[src/rtl/hub75_pkg.sv]
// Shared HUB75 constants, row-record layout and capture FSM states.
package hub75_pkg;

    localparam int HUB75_WIDTH  = 32;
    localparam int HUB75_ADDR_W = 4;
    localparam int HUB75_OE_W   = 16;

    // One captured row as handed to a consumer.
    typedef struct packed {
        logic [HUB75_ADDR_W-1:0] addr;
        logic [HUB75_WIDTH-1:0]  r0;
        logic [HUB75_WIDTH-1:0]  g0;
        logic [HUB75_WIDTH-1:0]  b0;
        logic [HUB75_WIDTH-1:0]  r1;
        logic [HUB75_WIDTH-1:0]  g1;
        logic [HUB75_WIDTH-1:0]  b1;
        logic [HUB75_OE_W-1:0]   oe_cycles;
        logic                    len_err;
    } hub75_row_t;

    typedef enum logic {
        RX_ARMING = 1'b0,
        RX_RUN    = 1'b1
    } hub75_rx_state_e;

endpackage

[src/rtl/hub75_sync_edge.sv]
// N-stage synchronizer with a rising-edge pulse that is suppressed while
// arm_i is low, so a pin already high at reset release never looks like an edge.
module hub75_sync_edge #(
    parameter int STAGES = 2
) (
    input  logic clk_i,
    input  logic rst_i,
    input  logic d_i,
    input  logic arm_i,
    output logic rise_o
);

    logic [STAGES-1:0] sync_q;
    logic              prev_q;

    // Synchronizer chain plus one delayed copy for edge detection.
    always_ff @(posedge clk_i) begin
        if (rst_i) begin
            sync_q <= '0;
            prev_q <= 1'b0;
        end else begin
            sync_q <= {sync_q[STAGES-2:0], d_i};
            prev_q <= sync_q[STAGES-1];
        end
    end

    assign rise_o = arm_i & sync_q[STAGES-1] & ~prev_q;

endmodule

[src/rtl/hub75_rx_capture.sv]
// HUB75 receive-side capture: synchronizes the panel bus, shifts each row
// into six words and presents it through a one-entry valid/ready buffer.
module hub75_rx_capture
    import hub75_pkg::*;
#(
    parameter int WIDTH       = HUB75_WIDTH,
    parameter int ADDR_W      = HUB75_ADDR_W,
    parameter int SYNC_STAGES = 2,
    parameter int OE_W        = HUB75_OE_W
) (
    input  logic              CLK_I,
    input  logic              RST_I,
    input  logic              R0,
    input  logic              G0,
    input  logic              B0,
    input  logic              R1,
    input  logic              G1,
    input  logic              B1,
    input  logic              PCLK,
    input  logic              LATCH,
    input  logic              OE,
    input  logic              RA,
    input  logic              RB,
    input  logic              RC,
    input  logic              RD,
    output logic              row_valid,
    input  logic              row_ready,
    output logic [ADDR_W-1:0] row_addr,
    output logic [WIDTH-1:0]  red0_o,
    output logic [WIDTH-1:0]  green0_o,
    output logic [WIDTH-1:0]  blue0_o,
    output logic [WIDTH-1:0]  red1_o,
    output logic [WIDTH-1:0]  green1_o,
    output logic [WIDTH-1:0]  blue1_o,
    output logic [OE_W-1:0]   oe_cycles,
    output logic              len_err,
    output logic              overflow
);

    localparam int                BUS_W    = 11;
    // OE idles high (inactive); everything else idles low.
    localparam logic [BUS_W-1:0]  BUS_RST  = 11'b100_0000_0000;
    localparam int                CNT_W    = $clog2(WIDTH + 2);
    localparam logic [CNT_W-1:0]  CNT_FULL = CNT_W'(WIDTH);
    localparam logic [CNT_W-1:0]  CNT_SAT  = CNT_W'(WIDTH + 1);
    localparam int                ARM_W    = $clog2(SYNC_STAGES + 1);
    localparam logic [ARM_W-1:0]  ARM_LAST = ARM_W'(SYNC_STAGES);

    hub75_rx_state_e state_q, state_d;
    logic [ARM_W-1:0] arm_cnt_q, arm_cnt_d;
    logic             run;

    logic [BUS_W-1:0] bus_raw, bus_s;
    logic [BUS_W-1:0] bus_sync_q [SYNC_STAGES];
    logic [5:0]       bits_s;
    logic [3:0]       addr_s;
    logic             oe_s;
    logic             pclk_rise, latch_rise;

    logic [5:0][WIDTH-1:0] sh_q, sh_shift, sh_d;
    logic [CNT_W-1:0]      bit_cnt_q, cnt_shift, bit_cnt_d;
    logic [OE_W-1:0]       oe_cnt_q, oe_cnt_d;

    logic                  take, drop;
    logic                  valid_q, len_q, ovf_q;
    logic [ADDR_W-1:0]     addr_q;
    logic [OE_W-1:0]       oe_q;
    logic [5:0][WIDTH-1:0] word_q;

    // Channel order in every 6-bit/6-word group: R0, G0, B0, R1, G1, B1.
    assign bus_raw = {OE, RD, RC, RB, RA, B1, G1, R1, B0, G0, R0};

    // Plain synchronizers for data, address and OE.
    always_ff @(posedge CLK_I) begin
        if (RST_I) begin
            for (int i = 0; i < SYNC_STAGES; i++) bus_sync_q[i] <= BUS_RST;
        end else begin
            bus_sync_q[0] <= bus_raw;
            for (int i = 1; i < SYNC_STAGES; i++) bus_sync_q[i] <= bus_sync_q[i-1];
        end
    end

    assign bus_s  = bus_sync_q[SYNC_STAGES-1];
    assign bits_s = bus_s[5:0];
    assign addr_s = bus_s[9:6];
    assign oe_s   = bus_s[10];
    assign run    = (state_q == RX_RUN);

    hub75_sync_edge #(.STAGES(SYNC_STAGES)) u_pclk_edge (
        .clk_i (CLK_I),
        .rst_i (RST_I),
        .d_i   (PCLK),
        .arm_i (run),
        .rise_o(pclk_rise)
    );

    hub75_sync_edge #(.STAGES(SYNC_STAGES)) u_latch_edge (
        .clk_i (CLK_I),
        .rst_i (RST_I),
        .d_i   (LATCH),
        .arm_i (run),
        .rise_o(latch_rise)
    );

    // FSM state register.
    always_ff @(posedge CLK_I) begin
        if (RST_I) begin
            state_q   <= RX_ARMING;
            arm_cnt_q <= '0;
        end else begin
            state_q   <= state_d;
            arm_cnt_q <= arm_cnt_d;
        end
    end

    // ARMING lasts SYNC_STAGES+1 cycles so the edge detectors see settled history.
    always_comb begin
        state_d   = state_q;
        arm_cnt_d = arm_cnt_q;
        case (state_q)
            RX_ARMING: begin
                if (arm_cnt_q == ARM_LAST) state_d = RX_RUN;
                else                       arm_cnt_d = arm_cnt_q + 1'b1;
            end
            RX_RUN:  state_d = RX_RUN;
            default: state_d = RX_ARMING;
        endcase
    end

    // Shift/count/OE next state; a same-cycle PCLK bit is folded in before latching.
    always_comb begin
        sh_shift  = sh_q;
        cnt_shift = bit_cnt_q;
        if (pclk_rise) begin
            for (int c = 0; c < 6; c++) sh_shift[c] = {bits_s[c], sh_q[c][WIDTH-1:1]};
            if (bit_cnt_q != CNT_SAT) cnt_shift = bit_cnt_q + 1'b1;
        end
        oe_cnt_d = oe_cnt_q;
        if (run && !oe_s && (oe_cnt_q != '1)) oe_cnt_d = oe_cnt_q + 1'b1;
        sh_d      = sh_shift;
        bit_cnt_d = cnt_shift;
        if (latch_rise) begin
            sh_d      = '0;
            bit_cnt_d = '0;
            oe_cnt_d  = '0;
        end
    end

    // Row accumulation registers.
    always_ff @(posedge CLK_I) begin
        if (RST_I) begin
            sh_q      <= '0;
            bit_cnt_q <= '0;
            oe_cnt_q  <= '0;
        end else begin
            sh_q      <= sh_d;
            bit_cnt_q <= bit_cnt_d;
            oe_cnt_q  <= oe_cnt_d;
        end
    end

    // A latch loads the buffer if it is empty or being drained this cycle.
    assign take = latch_rise && (!valid_q || row_ready);
    assign drop = latch_rise && valid_q && !row_ready;

    // One-entry output buffer and sticky overflow flag.
    always_ff @(posedge CLK_I) begin
        if (RST_I) begin
            valid_q <= 1'b0;
            word_q  <= '0;
            addr_q  <= '0;
            oe_q    <= '0;
            len_q   <= 1'b0;
            ovf_q   <= 1'b0;
        end else begin
            if (take) begin
                valid_q <= 1'b1;
                word_q  <= sh_shift;
                addr_q  <= ADDR_W'(addr_s);
                oe_q    <= oe_cnt_q;
                len_q   <= (cnt_shift != CNT_FULL);
            end else if (row_ready) begin
                valid_q <= 1'b0;
            end
            if (drop) ovf_q <= 1'b1;
        end
    end

    assign row_valid = valid_q;
    assign row_addr  = addr_q;
    assign red0_o    = word_q[0];
    assign green0_o  = word_q[1];
    assign blue0_o   = word_q[2];
    assign red1_o    = word_q[3];
    assign green1_o  = word_q[4];
    assign blue1_o   = word_q[5];
    assign oe_cycles = oe_q;
    assign len_err   = len_q;
    assign overflow  = ovf_q;

endmodule

[config.mk]
export PLATFORM = sky130hd
export DESIGN_NAME = hub75_rx_capture
export DESIGN_NICKNAME = d
export VERILOG_FILES = /design/src/rtl/hub75_pkg.sv /design/src/rtl/hub75_sync_edge.sv /design/src/rtl/hub75_rx_capture.sv
export SDC_FILE = /design/constraint.sdc
export NUM_CORES = 1
export LEC_CHECK = 0
export ABC_AREA = 1
export CORE_MARGIN = 4
export CORE_UTILIZATION = 49
export CTS_CLUSTER_SIZE = 10
export DETAILED_ROUTE_END_ITERATION = 12
export PLACE_DENSITY = 0.76
export SYNTH_ARGS = -nofsm -noshare
export SYNTH_HDL_FRONTEND = slang
export SYNTH_SLANG_ARGS = --single-unit
[constraint.sdc]
create_clock -name CLK_I -period 1.45 [get_ports CLK_I]
set_input_delay 0.29 -clock CLK_I [delete_from_list [all_inputs] [get_ports CLK_I]]
set_output_delay 0.29 -clock CLK_I [all_outputs]
set_load 0.02 [all_outputs]
**Word-level counts from Yosys, hierarchy flattened**

Memories as Yosys holds them, arrays and structs flattened.
Index checks and enable logic that the tools add are counted.

- Eq/ne operators: 4
- $add $sub $neg: 3
- Reduce and logical (&&, ||, !) cells: 12
- Bitwise logic cells: 10
- Muxes and demuxes: 12

Operator list:

| cell | number |
|---|---|
| 2-to-1 mux 192 bit | 1 |
| 2-to-1 mux 11 bit | 2 |
| adder 16 x 1 -> 16 bit (second input constant) | 1 |
| inequality test 16 bit (second input constant) | 1 |
| 2-to-1 mux 6 bit | 2 |
| inequality test 6 bit (second input constant) | 2 |
| adder 6 x 1 -> 6 bit (second input constant) | 1 |
| 2-to-1 mux 1 bit | 6 |
| logical AND 1 bit | 5 |
| bitwise AND 1 bit | 4 |
| NOT 1 bit | 4 |
| logical NOT 1 bit | 3 |
| adder 2 x 1 -> 2 bit (second input constant) | 1 |
| == test 2 bit (second input constant) | 1 |
| OR 1 bit | 2 |
| case mux 1 bit (2 select lines) | 1 |
| AND reduction 2 bit | 1 |
| nonzero test 2 bit | 1 |
| OR reduction 2 bit | 1 |
| logical OR 1 bit | 1 |

- Register bits: 438
- Memories kept: 1
- Input port bits: 16
- Output and inout bits: 215
- Bits in writable memories: 22

Memory list:

| name | words | bits a word | read ports | clocked after memory_dff | write ports | line | text |
|---|---|---|---|---|---|---|---|
| bus_sync_q | 2 | 11 | 2 | 0 | 2 | hub75_rx_capture.sv:54 | `logic [BUS_W-1:0] bus_sync_q [SYNC_STAGES];` |

**Depth between registers and ports, before layout**

Gate-level depths: netlist of the first run.

- Depth after elaboration: 4
- Mapped depth: 12

**By module**

A second synthesis of the first run with hierarchy kept.

- Cell total of the unflattened synthesis: 2238
- Area, all modules: 17082.6 µm²

By module, submodules not included:

| module | times used | cells each | area an instance (µm²) | seq. area each (µm²) |
|---|---|---|---|---|
| hub75_rx_capture | 1 | 2216 | 16897.5 | 9088.7 |
| hub75_sync_edge | 2 | 11 | 92.6 | 60.1 |

**Worst setup path after synthesis of the first run**

OpenSTA, ideal clock, no wires.

- Path type: reg2reg
- From: reg oe_cnt_q[0]
- To: reg oe_cnt_q[1]
- Setup slack: -0.125 ns
- Clock period less this slack: 1.575 ns
- Required time: 1.334 ns
- Library setup time: 0.116 ns
- Data arrival time: 1.459 ns
- Stages on the path, launching flop included: 10
- Path buffers: 1
- Cells stage by stage: dfxtp_1 -> ha_1 -> nand3_1 -> nor3_2 -> nand3_1 -> nand2_2 -> inv_2 -> buf_6 -> nor2_1 -> nor2_1

- Word-level cells in the longest chain between the ends: 2
- Elaborated cells on any way between the ends: 3
- Classes of those cells: add/sub (1); eq/ne (1); reduce/logical (1)

RTL lines:

| what | line | text |
|---|---|---|
| start: declaration | hub75_rx_capture.sv:62 | `logic [OE_W-1:0] oe_cnt_q, oe_cnt_d;` |
| start signal: assignment | hub75_rx_capture.sv:158 | `oe_cnt_q <= oe_cnt_d;` |
| parallel branches: the longest is 2 deep, another holds adder 16 x 1 -> 16 bit | n/a |  |

Parallel ways; which one is timed is not known.
A chain may end at the register's enable or synchronous reset.

**Worst setup path after layout of the first run**

- From: reg valid_q (netlist: row_valid)
- To: reg word_q, in the netlist blue1_o[4]

- Word-level cells in the longest chain between the ends: 3

RTL lines:

| what | line | text |
|---|---|---|
| start: declaration | hub75_rx_capture.sv:65 | `logic valid_q, len_q, ovf_q;` |
| start signal: assignment | hub75_rx_capture.sv:169 | `valid_q <= 1'b0;` |
| start signal: assignment | hub75_rx_capture.sv:177 | `valid_q <= 1'b1;` |
| start signal: assignment | hub75_rx_capture.sv:183 | `valid_q <= 1'b0;` |
| logical NOT 1 bit | hub75_rx_capture.sv:163 | `assign take = latch_rise && (!valid_q \|\| row_ready);` |
| logical OR 1 bit | hub75_rx_capture.sv:163 |  |
| logical AND 1 bit | hub75_rx_capture.sv:163 |  |
| end signal: assignment | hub75_rx_capture.sv:178 | `word_q <= sh_shift;` |
| end: declaration | hub75_rx_capture.sv:68 | `logic [5:0][WIDTH-1:0] word_q;` |

No other way between the ends.

==> impl_results.html, run 1 <==
<table>
<tr><th>Metric</th><th>Value</th></tr>
<tr><th colspan="2">STA</th></tr>
<tr><td>Fmax achieved</td><td>651 MHz</td></tr>
<tr><td>Fin worst setup slack</td><td>-85.6 ps</td></tr>
<tr><td>Worst Max-Slew Pin Slew</td><td>316 ps</td></tr>
<tr><td>Tcrit/Tclk final</td><td>106%</td></tr>
<tr><td>Worst hold margin</td><td>259 ps</td></tr>
<tr><td>Worst-case headroom to the max-slew limit</td><td>78.3%</td></tr>
<tr><td>Sum Neg Setup Slack</td><td>-2780 ps</td></tr>
<tr><td>Total count of hold-check failures in the final report</td><td>0</td></tr>
<tr><td>Setup repair after global routing missed its margin</td><td>true</td></tr>
<tr><td>Setup Viol. Count Final</td><td>111</td></tr>
<tr><td>Tmin final</td><td>1540 ps</td></tr>
<tr><td>Worst Clk Skew</td><td>17.8 ps</td></tr>
<tr><td>Final max-slew violation count</td><td>0</td></tr>
<tr><th colspan="2">Final layout</th></tr>
<tr><td>Footprint of the multi-input gates</td><td>7090 sq um</td></tr>
<tr><td>Growth of design area from synthesis to finish</td><td>36.5%</td></tr>
<tr><td>Final Net Count</td><td>1975</td></tr>
<tr><td>Final core utilization</td><td>68.3%</td></tr>
<tr><td>Final instance area</td><td>21600 sq um</td></tr>
<tr><td>Sequential cell area in the final layout</td><td>9230 sq um</td></tr>
<tr><td>Share of post-route cells with drive strength above 1</td><td>34.0%</td></tr>
<tr><td>Count of antenna diodes in the layout</td><td>0</td></tr>
<tr><td>Post-layout instance count excluding filler cells</td><td>2364</td></tr>
<tr><td>Number of filler instances in the final layout</td><td>2336</td></tr>
<tr><th colspan="2">Placed design</th></tr>
<tr><td>Worst slack at placement</td><td>-456 ps</td></tr>
<tr><td>Placed Area</td><td>19000 sq um</td></tr>
<tr><td>Final RePlAce weighted congestion</td><td>0.889</td></tr>
<tr><td>Cells after DPL</td><td>2256</td></tr>
<tr><td>Number of input and output port buffers inserted</td><td>230</td></tr>
<tr><td>DP HPWL</td><td>24.1 mm</td></tr>
<tr><th colspan="2">Clocking</th></tr>
<tr><td># H-tree levels</td><td>2</td></tr>
<tr><td># clock sinks</td><td>460</td></tr>
<tr><td>Clk slew on worst S/H paths</td><td>50 ps</td></tr>
<tr><td>Maximum buffer depth of the clock tree</td><td>3</td></tr>
<tr><td>Library cell used as clock root buffer</td><td>clkbuf_16</td></tr>
<tr><td>Clock tree from TritonCTS</td><td>yes</td></tr>
<tr><td>Number of clock buffers inserted by TritonCTS</td><td>52</td></tr>
<tr><td>Worst-Skew Late Latency</td><td>560 ps</td></tr>
<tr><th colspan="2">Synth</th></tr>
<tr><td>Yosys warnings</td><td>0</td></tr>
<tr><td>Post-Syn Instances</td><td>1668</td></tr>
<tr><td>Register bit count reported by yosys</td><td>460</td></tr>
<tr><td>Sequential cell area fraction in the yosys report</td><td>58.0%</td></tr>
<tr><td>Post-synthesis area per instance</td><td>9.51 sq um</td></tr>
<tr><td>Synth cell types</td><td>29</td></tr>
<tr><td>Synth Net Count</td><td>1688</td></tr>
<tr><td>Post-Syn Area</td><td>15900 sq um</td></tr>
<tr><th colspan="2">Floorplan</th></tr>
<tr><td>Count of standard-cell rows</td><td>65</td></tr>
<tr><td>Vertical extent of the die</td><td>188 um</td></tr>
<tr><td>Die Width</td><td>188 um</td></tr>
<tr><td>Starting utilization of the core area</td><td>50.0%</td></tr>
<tr><td>I/O pins</td><td>231</td></tr>
<tr><td>Area of the core</td><td>31700 sq um</td></tr>
<tr><td>Total Die Area</td><td>35300 sq um</td></tr>
<tr><th colspan="2">Pwr</th></tr>
<tr><td>Net switching power</td><td>6.29 mW</td></tr>
<tr><td>Power consumption</td><td>26.7 mW</td></tr>
<tr><td>Switching fraction of total power</td><td>23.5%</td></tr>
<tr><td>Power share of the combinational group</td><td>9.1%</td></tr>
<tr><td>Leakage</td><td>9.41 nW</td></tr>
<tr><td>Worst voltage drop across the vdd grid</td><td>881 uV</td></tr>
<tr><td>Clock power share</td><td>41.6%</td></tr>
<tr><td>Internal power</td><td>20.4 mW</td></tr>
<tr><td>Portion of total power attributed to sequential cells</td><td>49.4%</td></tr>
<tr><td>Power per cell area</td><td>1230 nW/um^2</td></tr>
<tr><th colspan="2">Setup path</th></tr>
<tr><td>Buffers and inverters on the worst path</td><td>4</td></tr>
<tr><td>Startpoint of the most critical register-to-register path</td><td>row_valid$_SDFFE_PP0P_</td></tr>
<tr><td>Top delay family on crit path</td><td>buffers and inverters</td></tr>
<tr><td>Nature of the critical path startpoint</td><td>flip-flop</td></tr>
<tr><td>CP required</td><td>1870 ps</td></tr>
<tr><td>Worst setup path startpoint</td><td>row_valid$_SDFFE_PP0P_</td></tr>
<tr><td>CP max FO</td><td>8</td></tr>
<tr><td>Slowest library cell on the worst path</td><td>dfxtp_2</td></tr>
<tr><td>Cell chain of the critical path</td><td>inv_2, or2_4, nand2_4, clkinv_8, clkbuf_16, buf_16, o21ai_2, a21oi_1</td></tr>
<tr><td>Type of the setup path with the least slack</td><td>reg -&gt; reg</td></tr>
<tr><td>Arrival time of the worst setup path</td><td>1960 ps</td></tr>
<tr><td>CP max stage delay</td><td>330 ps</td></tr>
<tr><td>Crit end category</td><td>flip-flop</td></tr>
<tr><th colspan="2">Global route</th></tr>
<tr><td>Via count of the first global-routing pass</td><td>12087</td></tr>
<tr><td>Overflow left after global routing</td><td>0</td></tr>
<tr><td>Largest net degree at the start of global routing</td><td>79</td></tr>
<tr><td>Wire length of the first global-routing pass</td><td>61.1 mm</td></tr>
<tr><td>Number of antenna violations at the first check in global routing</td><td>0</td></tr>
<tr><td>Aggregate global-route resource usage</td><td>20.4%</td></tr>
<tr><th colspan="2">Status</th></tr>
<tr><td>Outcome</td><td>finished with violations</td></tr>
<tr><td>Violated checks</td><td>negative setup slack</td></tr>
<tr><th colspan="2">Route</th></tr>
<tr><td>Via count</td><td>12963</td></tr>
<tr><td>Number of design rule violations left after detail routing</td><td>0</td></tr>
<tr><td>Starting DRC count in detailed routing</td><td>841</td></tr>
<tr><td>Vias per inst</td><td>5.48</td></tr>
<tr><td>WL final</td><td>43.6 mm</td></tr>
<tr><td>Number of iterations in the first detailed-routing pass</td><td>5</td></tr>
<tr><td>Total met2 wirelength after detailed routing</td><td>21.2 mm</td></tr>
<tr><td>Average wire length per cell after detail routing</td><td>18.4 um</td></tr>
<tr><td>Uppermost signal routing layer after detailed routing</td><td>met4</td></tr>
<tr><td>Met3 routed wirelength</td><td>2.03 mm</td></tr>
<tr><td>Routed metal-1 wire length</td><td>19.2 mm</td></tr>
<tr><td>Antenna Nets Post-Route</td><td>0</td></tr>
<tr><th colspan="2">Run</th></tr>
<tr><td>Total of max-cap violations</td><td>0</td></tr>
<tr><th colspan="2">Min path</th></tr>
<tr><td>Kind of path behind the tightest hold check</td><td>in -&gt; reg</td></tr>
<tr><td>HP Start</td><td>LATCH</td></tr>
</table>
-- cells in the mapped netlist --
cell	n	area (sq um)
dfxtp_1	460	9210
nor2_1	263	987
a21oi_1	204	1020
o21ai_0	201	1010
mux2i_1	178	1780
buf_2	78	390
nand2_1	75	282
inv_1	57	214
clkbuf_1	31	116
o21ai_1	30	150
a21oi_2	20	175
nand3_1	14	70.1
xor2_1	12	105
buf_6	7	78.8
buf_4	6	45.0
nand4_1	6	37.5
nor3_1	5	25.0
ha_1	4	50.1
inv_2	4	15.0
nand2_2	2	12.5
nor3_2	2	20.0
or2_2	2	12.5
clkinv_1	1	3.75
nand3_2	1	10.0
nor2_2	1	6.26
nor3_4	1	16.3
o31a_1	1	8.76
or2_1	1	6.26
xnor2_1	1	8.76
-- repair_timing --
item	4_1_cts	5_1_grt
gates cloned	4	24
resized for setup	869	459
endpoints found under the hold margin	0	0
buffers inserted	8	11
setup endpoints to repair	448	380
pin swaps	9	18
hold buffers	0	0
-- routing by layer --
metal | GRT usage [%] | vias to the layer above
met5 | 0 | -
met4 | 6.78 | 0
met3 | 4.19 | 82
met2 | 34.0 | 385
met1 | 26.8 | 6313
li1 | - | 6183
-- sequential cells by signal (all words and copies together) (netlist names) --
signal	cells
row_valid	1
arm_cnt_q	2
blue0_o	32
green0_o	32
red1_o	32
green1_o	32
row_addr	4
run	1
oe_cycles	16
u_pclk_edge.sync_q	2
red0_o	32
len_err	1
bus_sync_q	22
overflow	1
u_latch_edge.prev_q	1
u_latch_edge.sync_q	2
u_pclk_edge.prev_q	1
bit_cnt_q	6
sh_q	192
oe_cnt_q	16
blue1_o	32
-- final cells by class --
cell class / count / area share [%]
Clock inverter: 2 / 0.116
Multi-Input combinational cell: 1024 / 32.8
Sequential cell: 460 / 42.6
Tap cell: 402 / 2.32
Clock buffer: 59 / 6.23
Inverter: 62 / 1.23
Timing Repair Buffer: 354 / 14.6
Timing Repair inverter: 1 / 0.0751
-- final timing paths --
check	to	cells past startpoint	slack, ps
max	blue1_o[4]$_SDFFE_PP0P_	8	-90
min	u_latch_edge.sync_q[0]$_SDFF_PP0_	3	260
max reg2reg	blue1_o[4]$_SDFFE_PP0P_	8	-90
min reg2reg	u_latch_edge.sync_q[1]$_SDFF_PP0_	2	390
-- kinds of logic after synthesis --
kind of cell	share of synthesized area [%]
AOI/OAI and AO/OA	14.9
muxes	11.2
buffers and inverters	5.44
adders and majority gates	0.315
DFF	58.0
and+or+nand+nor	9.36
xor gates and xnor gates	0.718
-- power groups by stage --
stage,Combinational [mW],Sequential (mW),Clock (mW)
final,2.42,13.2,11.1
after global routing,2.59,13.2,11.9
after CTS,1.99,13.2,11.3
after detailed placement,2.08,13.4,0
after global placement,2.04,13.4,0
after floorplan,0.869,13.7,0
-- worst min-delay path, delay by kind of cell --
kind	cells	cell delay, ps
AND/OR/NAND/NOR	1	30
buffers and inverters	2	440
-- cells in the final DEF, fill, tap and decap left out, types with 3 or more instances in the layout --
cell type / synthesis / routed
dfxtp_1: 460 / 446
nor2_1: 263 / 253
buf_2: 78 / 211
a21oi_1: 204 / 176
o21ai_0: 201 / 90
mux2i_1: 178 / 76
o21ai_1: 30 / 73
nand2_1: 75 / 71
clkbuf_16: 0 / 71
o21ai_2: 0 / 64
mux2i_2: 0 / 58
inv_1: 57 / 55
buf_4: 6 / 51
a21oi_2: 20 / 48
mux2i_4: 0 / 44
buf_16: 0 / 19
buf_6: 7 / 19
clkdlybuf4s50_1: 0 / 15
buf_12: 0 / 14
dfxtp_2: 0 / 12
xor2_1: 12 / 11
nand3_1: 14 / 10
nor2_2: 1 / 8
nand4_1: 6 / 6
clkbuf_1: 31 / 6
o21ai_4: 0 / 4
clkdlybuf4s15_2: 0 / 4
nor2_4: 0 / 3
inv_2: 4 / 3
nand3_2: 1 / 3
nand2_4: 0 / 3
nand2_2: 2 / 3
nor3_2: 2 / 3
nor3_1: 5 / 3
clkinv_8: 0 / 3
Note: power is estimated with default switching activity, not from simulation.
==> run 2: changes to the inputs <==
Settings changed: CORE_ASPECT_RATIO set to 1.1, GPL_TIMING_DRIVEN set to 0.
==> impl_results.html, run 2 (synthesized netlist as in run 1, its figures left out) <==
<table>
<tr><th>Metric</th><th>Value</th></tr>
<tr><th colspan="2">STA</th></tr>
<tr><td>Worst Max-Slew Pin Slew</td><td>565 ps</td></tr>
<tr><td>Worst Clk Skew</td><td>20.2 ps</td></tr>
<tr><td>Tcrit/Tclk final</td><td>113%</td></tr>
<tr><td>Total count of hold-check failures in the final report</td><td>0</td></tr>
<tr><td>Fmax achieved</td><td>608 MHz</td></tr>
<tr><td>Worst-case headroom to the max-slew limit</td><td>62.4%</td></tr>
<tr><td>Setup Viol. Count Final</td><td>425</td></tr>
<tr><td>Tmin final</td><td>1650 ps</td></tr>
<tr><td>Final max-slew violation count</td><td>0</td></tr>
<tr><td>Setup repair after global routing missed its margin</td><td>true</td></tr>
<tr><td>Sum Neg Setup Slack</td><td>-43990 ps</td></tr>
<tr><td>Fin worst setup slack</td><td>-196 ps</td></tr>
<tr><th colspan="2">Route</th></tr>
<tr><td>Via count</td><td>12802</td></tr>
<tr><td>Average wire length per cell after detail routing</td><td>17.3 um</td></tr>
<tr><td>Number of iterations in the first detailed-routing pass</td><td>5</td></tr>
<tr><td>Antenna Nets Post-Route</td><td>0</td></tr>
<tr><td>Number of design rule violations left after detail routing</td><td>0</td></tr>
<tr><td>Starting DRC count in detailed routing</td><td>795</td></tr>
<tr><td>Vias per inst</td><td>5.30</td></tr>
<tr><td>WL final</td><td>41.8 mm</td></tr>
<tr><th colspan="2">Pwr</th></tr>
<tr><td>Power share of the combinational group</td><td>8.2%</td></tr>
<tr><td>Worst voltage drop across the vdd grid</td><td>877 uV</td></tr>
<tr><td>Clock power share</td><td>41.9%</td></tr>
<tr><td>Net switching power</td><td>6.12 mW</td></tr>
<tr><td>Switching fraction of total power</td><td>23.2%</td></tr>
<tr><td>Power consumption</td><td>26.4 mW</td></tr>
<tr><td>Power per cell area</td><td>1270 nW/um^2</td></tr>
<tr><td>Portion of total power attributed to sequential cells</td><td>49.9%</td></tr>
<tr><td>Internal power</td><td>20.3 mW</td></tr>
<tr><td>Leakage</td><td>9.66 nW</td></tr>
<tr><th colspan="2">Status</th></tr>
<tr><td>Violated checks</td><td>negative setup slack</td></tr>
<tr><td>Outcome</td><td>finished with violations</td></tr>
<tr><th colspan="2">Setup path</th></tr>
<tr><td>Nature of the critical path startpoint</td><td>flip-flop</td></tr>
<tr><td>Arrival time of the worst setup path</td><td>2070 ps</td></tr>
<tr><td>CP required</td><td>1870 ps</td></tr>
<tr><td>Buffers and inverters on the worst path</td><td>3</td></tr>
<tr><td>Type of the setup path with the least slack</td><td>reg -&gt; reg</td></tr>
<tr><td>Most frequent cell on the critical path</td><td>buf_4</td></tr>
<tr><td>CP max FO</td><td>10</td></tr>
<tr><td>Crit end category</td><td>flip-flop</td></tr>
<tr><td>Slowest library cell on the worst path</td><td>dfxtp_4</td></tr>
<tr><td>Top delay family on crit path</td><td>buffers and inverters</td></tr>
<tr><td>Cell chain of the critical path</td><td>buf_4, nand3_4, buf_8, buf_4, mux2i_1, a21oi_1</td></tr>
<tr><td>CP max stage delay</td><td>360 ps</td></tr>
<tr><th colspan="2">Final layout</th></tr>
<tr><td>Largest register FFs</td><td>192</td></tr>
<tr><td>Commonest cells after routing, fill and taps aside</td><td>dfxtp_1 (451), nor2_1 (260), o21ai_0 (184), a21oi_1 (177), buf_2 (163)</td></tr>
<tr><td>Count of antenna diodes in the layout</td><td>0</td></tr>
<tr><td>Number of filler instances in the final layout</td><td>2488</td></tr>
<tr><td>Most common cell after layout, fill and taps aside</td><td>dfxtp_1</td></tr>
<tr><td>Share of post-route cells with drive strength above 1</td><td>27.2%</td></tr>
<tr><td>Post-layout instance count excluding filler cells</td><td>2414</td></tr>
<tr><td>Final core utilization</td><td>65.9%</td></tr>
<tr><td>Register bank with the most flops</td><td>sh_q</td></tr>
<tr><td>Final Net Count</td><td>2007</td></tr>
<tr><td>Growth of design area from synthesis to finish</td><td>31.5%</td></tr>
<tr><th colspan="2">Clocking</th></tr>
<tr><td># H-tree levels</td><td>2</td></tr>
<tr><td>Maximum buffer depth of the clock tree</td><td>3</td></tr>
<tr><td>Worst-Skew Late Latency</td><td>560 ps</td></tr>
<tr><td>Library cell used as clock root buffer</td><td>clkbuf_16</td></tr>
<tr><td>Clock tree from TritonCTS</td><td>yes</td></tr>
<tr><td>Clk slew on worst S/H paths</td><td>50 ps</td></tr>
<tr><td># clock sinks</td><td>460</td></tr>
<tr><td>Number of clock buffers inserted by TritonCTS</td><td>52</td></tr>
<tr><th colspan="2">Floorplan</th></tr>
<tr><td>I/O pins</td><td>231</td></tr>
<tr><td>Count of standard-cell rows</td><td>68</td></tr>
<tr><td>Total Die Area</td><td>35300 sq um</td></tr>
<tr><td>Area of the core</td><td>31700 sq um</td></tr>
<tr><td>Starting utilization of the core area</td><td>50.1%</td></tr>
<tr><td>Die Width</td><td>180 um</td></tr>
<tr><td>Vertical extent of the die</td><td>197 um</td></tr>
<tr><th colspan="2">Global route</th></tr>
<tr><td>Wire length of the first global-routing pass</td><td>63.5 mm</td></tr>
<tr><td>Number of antenna violations at the first check in global routing</td><td>0</td></tr>
<tr><td>Via count of the first global-routing pass</td><td>12354</td></tr>
<tr><td>Overflow left after global routing</td><td>0</td></tr>
<tr><td>Largest net degree at the start of global routing</td><td>14</td></tr>
<tr><td>Aggregate global-route resource usage</td><td>21.4%</td></tr>
<tr><th colspan="2">Placed design</th></tr>
<tr><td>Cells after DPL</td><td>2317</td></tr>
<tr><td>Number of input and output port buffers inserted</td><td>229</td></tr>
<tr><td>Final RePlAce weighted congestion</td><td>0.854</td></tr>
<tr><td>DP HPWL</td><td>27.0 mm</td></tr>
<tr><td>Worst slack at placement</td><td>-688 ps</td></tr>
<tr><th colspan="2">Min path</th></tr>
<tr><td>Kind of path behind the tightest hold check</td><td>in -&gt; reg</td></tr>
<tr><th colspan="2">Run</th></tr>
<tr><td>Total of max-cap violations</td><td>0</td></tr>
</table>
[run 2: cell count changes in the layout (fill, tap and decap cells not counted), moves of 19 or more]
cell,delta
buf_16,-19
clkdlybuf4s15_2,+57
mux2i_2,-34
clkbuf_1,+27
o21ai_2,-51
o21ai_0,+94
mux2i_4,-42
o21ai_1,-41
mux2i_1,+76
buf_2,-48
[run 2: power by group through the flow]
stage | logic, mW | clock network [mW] | registers, mW
global placement | 1.97 | 0 | 13.4
floorplan | 0.869 | 0 | 13.7
detailed placement | 2.00 | 0 | 13.4
global route | 2.34 | 11.8 | 13.2
CTS | 1.90 | 11.3 | 13.2
finish | 2.17 | 11.1 | 13.2
[run 2: through the flow]
step / hold WS [ps] / area [sq um]
2_1_floorplan: 388 / 15900
3_3_place_gp: 394 / 18700
3_5_place_dp: 393 / 18700
4_1_cts: 165 / 19700
5_1_grt: 196 / 20900
6_report: 176 / 20900
[run 2: timing repair]
item / in CTS / in global routing
endpoints found under the setup margin: 642 / 473
buffers inserted: 3 / 20
resized for setup: 910 / 214
hold buffers: 0 / 0
gates cloned: 0 / 13
pin swaps: 4 / 28
[run 2: worst paths after layout]
kind	from	to	slack [ps]	cells after the start
worst max-delay path	run$_SDFF_PP0_	red0_o[9]$_SDFFE_PP0P_	-200	6
worst min-delay path	RST_I	bus_sync_q[0][21]$_SDFF_PP1_	180	2
worst max register to register	run$_SDFF_PP0_	red0_o[9]$_SDFFE_PP0P_	-200	6
worst min register to register	bus_sync_q[0][8]$_SDFF_PP0_	bus_sync_q[0][19]$_SDFF_PP0_	400	2
[run 2: final cells by class]
cell class / count / area (sq um) / share of cell area (%)
clock inverters: 3 / 26.3 / 0.126
repair buffers: 265 / 2140 / 10.2
flip-flops and latches: 460 / 9230 / 44.3
inverters: 62 / 249 / 1.19
well taps: 420 / 526 / 2.52
clock buffers: 58 / 1350 / 6.45
multi-input cells: 1024 / 6290 / 30.2
plain buffers: 122 / 1050 / 5.03
[run 2: per-layer routing]
layer | vias to the layer above | wire length [um] | track usage (%)
met3 | 74 | 2040 | 3.40
li1 | 6231 | - | -
met2 | 355 | 20700 | 36.7
met4 | 0 | 1020 | 7.17
met5 | - | 0 | 0
met1 | 6142 | 18100 | 27.7
[run 2: worst register-to-register path: cells and delay by family (launching register included)]
family / cells / cell delay, ps
DFF: 1 / 360
buffers and inverters: 3 / 590
muxes: 1 / 310
AOI/OAI and AO/OA: 1 / 110
and+or+nand+nor: 1 / 150
